## config.mk

```make
export PLATFORM = sky130hd
export DESIGN_NAME = set_query_arbiter_flat
export DESIGN_NICKNAME = d
export VERILOG_FILES = /design/src/rtl/set_query_arbiter_if.sv /design/src/rtl/set_query_arbiter.sv /design/src/flat_wrapper.sv
export SDC_FILE = /design/constraint.sdc
export NUM_CORES = 1
export LEC_CHECK = 0
export BUFFER_PORTS_ARGS = -buffer_cell sky130_fd_sc_hd__buf_2
export CAP_MARGIN = 30
export CORE_MARGIN = 2
export CORE_UTILIZATION = 35
export DETAILED_ROUTE_END_ITERATION = 16
export PLACE_DENSITY = 0.69
export REMOVE_ABC_BUFFERS = 1
export SYNTH_ARGS = -nofsm -noshare
export SYNTH_HDL_FRONTEND = slang
export SYNTH_SLANG_ARGS = --single-unit
```

## constraint.sdc

```tcl
create_clock -name clk -period 3.52 [get_ports clk]
set_clock_uncertainty 0.15 [all_clocks]
set_input_delay 1.056 -clock clk [delete_from_list [all_inputs] [get_ports clk]]
set_output_delay 1.056 -clock clk [all_outputs]
set_load 0.02 [all_outputs]
```

## src/rtl/set_query_arbiter_if.sv

```systemverilog
// Query, engine and response bundle around the set query arbiter.
// master is the arbiter side; slave is the requester/engine/consumer side.
interface set_query_arbiter_if #(
    parameter int N_REQ = 4,
    parameter int ID_W  = 2
);
    logic [N_REQ-1:0]    req;
    logic [24*N_REQ-1:0] req_central;
    logic [12*N_REQ-1:0] req_radius;
    logic [2*N_REQ-1:0]  req_mode;
    logic [N_REQ-1:0]    gnt;

    logic                eng_en;
    logic [23:0]         eng_central;
    logic [11:0]         eng_radius;
    logic [1:0]          eng_mode;
    logic                eng_busy;
    logic                eng_valid;
    logic [7:0]          eng_candidate;

    logic                rsp_valid;
    logic                rsp_ready;
    logic [ID_W-1:0]     rsp_id;
    logic [7:0]          rsp_candidate;
    logic                rsp_err;

    modport master (
        input  req, req_central, req_radius, req_mode,
        input  eng_busy, eng_valid, eng_candidate, rsp_ready,
        output gnt, eng_en, eng_central, eng_radius, eng_mode,
        output rsp_valid, rsp_id, rsp_candidate, rsp_err
    );

    modport slave (
        output req, req_central, req_radius, req_mode,
        output eng_busy, eng_valid, eng_candidate, rsp_ready,
        input  gnt, eng_en, eng_central, eng_radius, eng_mode,
        input  rsp_valid, rsp_id, rsp_candidate, rsp_err
    );
endinterface

```

## src/rtl/set_query_arbiter.sv

```systemverilog
// Round-robin arbiter sharing one circle-set counting engine among N_REQ requesters.
// Optional engine watchdog: define SET_ARB_TIMEOUT_EN.
module set_query_arbiter #(
    parameter int N_REQ       = 4,
    parameter int ID_W        = 2,
    parameter int TIMEOUT_CYC = 128
) (
    input  logic                clk,
    input  logic                rst,
    set_query_arbiter_if.master bus
);
    typedef enum logic [1:0] {IDLE, ISSUE, WAIT, RESP} state_t;

    if (ID_W < $clog2(N_REQ) || N_REQ < 2 || TIMEOUT_CYC < 1) begin : g_bad_cfg
        $error("set_query_arbiter: illegal parameter set");
    end

    localparam logic [ID_W:0] N_IDX    = (ID_W+1)'(N_REQ);
    localparam logic [ID_W:0] LAST_IDX = (ID_W+1)'(N_REQ - 1);

    state_t            state, state_d;
    logic [ID_W-1:0]   rr_ptr, rr_ptr_d;
    logic [N_REQ-1:0]  gnt_q, gnt_d;
    logic              eng_en_q, eng_en_d;
    logic [23:0]       central_q, central_d;
    logic [11:0]       radius_q, radius_d;
    logic [1:0]        mode_q, mode_d;
    logic              rsp_valid_q, rsp_valid_d;
    logic [ID_W-1:0]   rsp_id_q, rsp_id_d;
    logic [7:0]        cand_q, cand_d;

    logic [N_REQ-1:0]  rot;
    logic              found;
    logic [ID_W-1:0]   off;
    logic [ID_W:0]     sum;
    logic [ID_W:0]     wrap;
    logic [ID_W-1:0]   pick;
    logic [ID_W-1:0]   nxt_ptr;
    logic [23:0]       sel_central;
    logic [11:0]       sel_radius;
    logic [1:0]        sel_mode;
    logic              unused_busy;

    assign unused_busy = bus.eng_busy;

    // Rotate so bit 0 is rr_ptr; the first set bit is the winner's offset.
    always_comb begin
        rot   = N_REQ'({bus.req, bus.req} >> rr_ptr);
        found = 1'b0;
        off   = '0;
        for (int k = 0; k < N_REQ; k++) begin
            if (!found && rot[k]) begin
                found = 1'b1;
                off   = ID_W'(k);
            end
        end
        sum     = {1'b0, rr_ptr} + {1'b0, off};
        wrap    = sum - N_IDX;
        pick    = (sum >= N_IDX) ? wrap[ID_W-1:0] : sum[ID_W-1:0];
        nxt_ptr = ({1'b0, pick} == LAST_IDX) ? '0 : pick + ID_W'(1);
    end

    always_comb begin
        sel_central = '0;
        sel_radius  = '0;
        sel_mode    = '0;
        for (int k = 0; k < N_REQ; k++) begin
            if (pick == ID_W'(k)) begin
                sel_central = bus.req_central[24*k +: 24];
                sel_radius  = bus.req_radius[12*k +: 12];
                sel_mode    = bus.req_mode[2*k +: 2];
            end
        end
    end

`ifdef SET_ARB_TIMEOUT_EN
    localparam int CNT_W = $clog2(TIMEOUT_CYC + 1);
    localparam logic [CNT_W-1:0] CNT_LAST = CNT_W'(TIMEOUT_CYC - 1);

    logic [CNT_W-1:0] cnt_q, cnt_d;
    logic             err_q, err_d;
`endif

    always_comb begin
        state_d     = state;
        rr_ptr_d    = rr_ptr;
        gnt_d       = '0;
        eng_en_d    = 1'b0;
        central_d   = central_q;
        radius_d    = radius_q;
        mode_d      = mode_q;
        rsp_valid_d = rsp_valid_q;
        rsp_id_d    = rsp_id_q;
        cand_d      = cand_q;
`ifdef SET_ARB_TIMEOUT_EN
        cnt_d       = cnt_q;
        err_d       = err_q;
`endif
        unique case (state)
            IDLE: begin
                if (found) begin
                    gnt_d     = N_REQ'(1) << pick;
                    central_d = sel_central;
                    radius_d  = sel_radius;
                    mode_d    = sel_mode;
                    rsp_id_d  = pick;
                    rr_ptr_d  = nxt_ptr;
                    state_d   = ISSUE;
                end
            end
            ISSUE: begin
                eng_en_d = 1'b1;
                state_d  = WAIT;
`ifdef SET_ARB_TIMEOUT_EN
                cnt_d    = '0;
`endif
            end
            WAIT: begin
                if (bus.eng_valid) begin
                    cand_d      = bus.eng_candidate;
                    rsp_valid_d = 1'b1;
                    state_d     = RESP;
`ifdef SET_ARB_TIMEOUT_EN
                    err_d       = 1'b0;
                end else if (cnt_q == CNT_LAST) begin
                    cand_d      = 8'hFF;
                    err_d       = 1'b1;
                    rsp_valid_d = 1'b1;
                    state_d     = RESP;
                end else begin
                    cnt_d       = cnt_q + CNT_W'(1);
`endif
                end
            end
            RESP: begin
                if (bus.rsp_ready) begin
                    rsp_valid_d = 1'b0;
                    state_d     = IDLE;
                end
            end
            default: state_d = IDLE;
        endcase
    end

    always_ff @(posedge clk or posedge rst) begin
        if (rst) begin
            state       <= IDLE;
            rr_ptr      <= '0;
            gnt_q       <= '0;
            eng_en_q    <= 1'b0;
            central_q   <= '0;
            radius_q    <= '0;
            mode_q      <= '0;
            rsp_valid_q <= 1'b0;
            rsp_id_q    <= '0;
            cand_q      <= '0;
`ifdef SET_ARB_TIMEOUT_EN
            cnt_q       <= '0;
            err_q       <= 1'b0;
`endif
        end else begin
            state       <= state_d;
            rr_ptr      <= rr_ptr_d;
            gnt_q       <= gnt_d;
            eng_en_q    <= eng_en_d;
            central_q   <= central_d;
            radius_q    <= radius_d;
            mode_q      <= mode_d;
            rsp_valid_q <= rsp_valid_d;
            rsp_id_q    <= rsp_id_d;
            cand_q      <= cand_d;
`ifdef SET_ARB_TIMEOUT_EN
            cnt_q       <= cnt_d;
            err_q       <= err_d;
`endif
        end
    end

    assign bus.gnt           = gnt_q;
    assign bus.eng_en        = eng_en_q;
    assign bus.eng_central   = central_q;
    assign bus.eng_radius    = radius_q;
    assign bus.eng_mode      = mode_q;
    assign bus.rsp_valid     = rsp_valid_q;
    assign bus.rsp_id        = rsp_id_q;
    assign bus.rsp_candidate = cand_q;
`ifdef SET_ARB_TIMEOUT_EN
    assign bus.rsp_err       = err_q;
`else
    assign bus.rsp_err       = 1'b0;
`endif
endmodule

```

## src/flat_wrapper.sv

```systemverilog
// flat-port wrapper written by rule: the top's interface ports become plain ports
module set_query_arbiter_flat 
#(
    parameter int N_REQ       = 4,
    parameter int ID_W        = 2,
    parameter int TIMEOUT_CYC = 128
)
  (clk, rst, bus_req, bus_req_central, bus_req_radius, bus_req_mode, bus_eng_busy, bus_eng_valid, bus_eng_candidate, bus_rsp_ready, bus_gnt, bus_eng_en, bus_eng_central, bus_eng_radius, bus_eng_mode, bus_rsp_valid, bus_rsp_id, bus_rsp_candidate, bus_rsp_err);
  set_query_arbiter_if #(.N_REQ(N_REQ), .ID_W(ID_W)) bus_i ();
  input  logic clk;
  input  logic rst;
  input wire logic [$bits(bus_i.req)-1:0] bus_req;
  input wire logic [$bits(bus_i.req_central)-1:0] bus_req_central;
  input wire logic [$bits(bus_i.req_radius)-1:0] bus_req_radius;
  input wire logic [$bits(bus_i.req_mode)-1:0] bus_req_mode;
  input wire logic [$bits(bus_i.eng_busy)-1:0] bus_eng_busy;
  input wire logic [$bits(bus_i.eng_valid)-1:0] bus_eng_valid;
  input wire logic [$bits(bus_i.eng_candidate)-1:0] bus_eng_candidate;
  input wire logic [$bits(bus_i.rsp_ready)-1:0] bus_rsp_ready;
  output wire logic [$bits(bus_i.gnt)-1:0] bus_gnt;
  output wire logic [$bits(bus_i.eng_en)-1:0] bus_eng_en;
  output wire logic [$bits(bus_i.eng_central)-1:0] bus_eng_central;
  output wire logic [$bits(bus_i.eng_radius)-1:0] bus_eng_radius;
  output wire logic [$bits(bus_i.eng_mode)-1:0] bus_eng_mode;
  output wire logic [$bits(bus_i.rsp_valid)-1:0] bus_rsp_valid;
  output wire logic [$bits(bus_i.rsp_id)-1:0] bus_rsp_id;
  output wire logic [$bits(bus_i.rsp_candidate)-1:0] bus_rsp_candidate;
  output wire logic [$bits(bus_i.rsp_err)-1:0] bus_rsp_err;
  assign bus_i.req = bus_req;
  assign bus_i.req_central = bus_req_central;
  assign bus_i.req_radius = bus_req_radius;
  assign bus_i.req_mode = bus_req_mode;
  assign bus_i.eng_busy = bus_eng_busy;
  assign bus_i.eng_valid = bus_eng_valid;
  assign bus_i.eng_candidate = bus_eng_candidate;
  assign bus_i.rsp_ready = bus_rsp_ready;
  assign bus_gnt = bus_i.gnt;
  assign bus_eng_en = bus_i.eng_en;
  assign bus_eng_central = bus_i.eng_central;
  assign bus_eng_radius = bus_i.eng_radius;
  assign bus_eng_mode = bus_i.eng_mode;
  assign bus_rsp_valid = bus_i.rsp_valid;
  assign bus_rsp_id = bus_i.rsp_id;
  assign bus_rsp_candidate = bus_i.rsp_candidate;
  assign bus_rsp_err = bus_i.rsp_err;
  set_query_arbiter #(.N_REQ(N_REQ), .ID_W(ID_W), .TIMEOUT_CYC(TIMEOUT_CYC)) u_core (.clk(clk), .rst(rst), .bus(bus_i));
endmodule
```

==> summary.md <==
| Metric | Value |
|---|---|
| Final period util | `96.29%` |
| Post-synthesis sequential area ratio | `37.85%` |
| Place WS | `-0.2853 ns` |
| Status | `completed` |
| Final WL | `11.29 mm` |
| Maximum vdd drop | `0.0006301 V` |
| DRC viols | `0` |
| Flip-flop and latch count after synthesis | `58` |
| IO Pins | `224` |
| Antenna Cells | `0` |
| Top cells by area, synth | `dfrtp_1 (38%), nor2b_1 (13%), a221oi_1 (8.9%)` |
| Prevailing post-synth register cell | `dfrtp_1` |
| FF-to-FF setup slack | `0.36 ns` |
| Layout cells sized above 1 | `44.02%` |
| Gr ovfl total | `0` |
| Clk root buf | `clkbuf_8` |
| Critical path peak fanout | `36` |
| Final net count | `800` |
| Critical Path RT | `3.59 ns` |
| Postcts setup bufs | `0` |
| Initial antenna violation count | `0` |
| Max Cap Viol | `0` |
| WS Path Type | `in2reg` |
| Starting Density | `35.69%` |
| Die width | `108.7 um` |
| Via count | `4,084` |
| Instance area at placement | `5205 sq um` |
| DPL Wire Length | `8.667 mm` |
| Max Freq | `295.0 MHz` |
| Final hold vios | `0` |
| Global-route wire length before repair | `17.78 mm` |
| P_sw | `3.072 mW` |
| Num CTS Buffers | `9` |
| Synth top cells by count | `nor2b_1 (77), dfrtp_1 (58), a21oi_1 (39), a221oi_1 (39), o31ai_1 (39)` |
| Synth Area in XOR/XNOR | `0.9135%` |
| Largest family of logic cells by synthesized area | `compound AO/OA/AOI/OAI gates` |
| GRT Util Overall | `18.95%` |
| Post-synth ARST share | `100.0%` |
| CP Capture Type | `flip-flop` |
| Cell Pwr Density | `1204 nW/um^2` |
| Multiplexer share of the synthesized area | `2.349%` |
| RSZ-0062 raised after global routing | `no` |
| Total core area | `10,750 sq um` |
| Combinational share of power | `72.1%` |
| Cell row count | `38` |
| Fin. max-slew vios | `0` |
| Clk buf depth | `2` |
| Largest area contributor in the netlist | `dfrtp_1` |
| Reg power frac | `18.9%` |
| Actual slew at the worst max-slew pin | `0.6562 ns` |
| Critical Path Source | `bus_req[0]` |
| Switch share | `47.25%` |
| Startpoint Class | `input port` |
| Final instance area | `5401 sq um` |
| Largest net degree at the start of global routing | `41` |
| Cells after Synth | `408` |
| Synth Area in Simple Gates | `16.74%` |
| Chip height | `108.7 um` |
| Sink Count | `58` |
| Clock Latency Late Sink | `0.33 ns` |
| LEAKAGE | `2.565 nW` |
| Top-count cell post-synth | `nor2b_1` |
| Post-Syn Area per Cell | `9.399 sq um` |
| H-tree Lvls | `3` |
| Vias/cell | `5.325` |
| Synth warnings | `0` |
| CTS Hold Bufs | `0` |
| Avg WL per Cell | `14.72 um` |
| Hold crit path type | `reg2reg` |
| Yosys cell types | `37` |
| DR iter-0 viols | `236` |
| Post-cts gate resize count | `0` |
| Worst r2r src | `u_core.rr_ptr[1]` |
| PnR Total Power | `6.502 mW` |
| Clk slew on worst S/H paths | `0.07 ns` |
| P&R area growth vs syn | `40.85%` |
| Placer's final routability congestion estimate | `0.8134` |
| Internal power | `3.430 mW` |
| Die area | `11,810 sq um` |
| Final ANT Viol Nets | `0` |
| Share of the synthesized area in the top cell type | `37.85%` |
| Slew headroom | `55.85%` |
| Cell Area, Synth | `3835 sq um` |
| Setup TNS | `0 ns` |
| Worst endpoint data arrival time | `3.46 ns` |
| Port Buffers | `221` |
| HP Start | `u_core.bus.eng_central[8]` |
| Final WS setup | `0.1306 ns` |
| Adder-cell share of the synthesized area | `2.936%` |
| CTS tree | `done` |
| Synth Area in Compound Gates | `32.56%` |
| Setup-failing EPs final | `0` |
| DR pass1 iterations | `4` |
| Vias in the first global route | `3,899` |
| Power share of the clock group | `9.0%` |
| Worst hold slack | `0.3329 ns` |
| Post-synth EDFFs | `0` |
| Final min period | `3.389 ns` |
==> final timing paths <==
path | to | depth (start not counted)
min in group asynchronous | u_core.bus.eng_central[1] | 2
worst max register to register | u_core.bus.eng_radius[2] | 12
worst min-delay path | u_core.bus.eng_central[8] | 1
worst min register to register | u_core.bus.eng_central[8] | 1
max in group asynchronous | u_core.bus.eng_radius[10] | 3
worst max-delay path | u_core.bus.eng_radius[2] | 14
==> area by class of cell <==
class / instances / area, sq um
Fill cell: 1019 / 5344
Multi-Input combinational cell: 300 / 2165
Sequential cell: 58 / 1451
Timing Repair Buffer: 247 / 1409
Tap cell: 140 / 175.2
Clock buffer: 13 / 138.9
Clock inverter: 3 / 40.04
Inverter: 6 / 22.52
==> cells by family after synthesis <==
family | Yosys count
flops | 58
mux | 8
other cells | 1
buf+inv | 50
compound gates | 171
xor+xnor | 4
fa+ha+maj | 9
simple gates | 107
==> cell usage in the layout, fill, tap and decap left out, types with 9 or more instances in the layout <==
master and instances:
a21oi_1 39, a221oi_1 39, buf_2 221, buf_4 18, clkbuf_8 9, dfrtp_1 58
nand2_1 11, nor2b_1 75, o21a_1 38, o31ai_1 39
==> through the flow <==
step	utilization [%]	cells
final	50.27	767
after global routing	50.27	767
after CTS	50.10	767
after detailed placement	48.44	751
after floorplan	-	364
after global placement	48.18	750
==> per-layer routing <==
metal  share of wire, %  up-vias  GRT usage (%)
li1                   -     1936              -
met1                 41     1955          22.63
met2                 50      173          33.17
met3                7.0       20          4.124
met4                2.0        0          7.418
met5                  0        -              0
==> critical path: stages <==
cell	delay [ns]
buf_2	0.09
inv_1	0.06
o21ai_0	0.15
a21oi_1	0.09
o31a_1	0.29
ha_1	0.24
xor2_2	0.18
xnor2_2	0.19
ha_2	0.26
buf_12	0.20
nor2b_1	0.06
a221oi_1	0.35
o31ai_1	0.11
o21a_1	0.11
==> state kept, by name, summed over array words and instances (netlist names) <==
signal and count:
u_core.bus.eng_mode 2, u_core.bus.rsp_candidate 8, u_core.bus.rsp_id 2, u_core.bus.eng_radius 12, u_core.bus.eng_en 1, u_core.bus.eng_central 24
u_core.rr_ptr 2, u_core.bus.gnt 4, u_core.state 2, u_core.bus.rsp_valid 1
==> power groups by stage <==
stage	registers (mW)	clock network, mW	logic [mW]
CTS	1.23	0.603	4.69
global placement	1.22	0	4.48
finish	1.23	0.583	4.69
floorplan	1.61	0	2.64
global route	1.28	0.640	5.16
detailed placement	1.24	0	4.69
(Power assumes the default switching activity.)
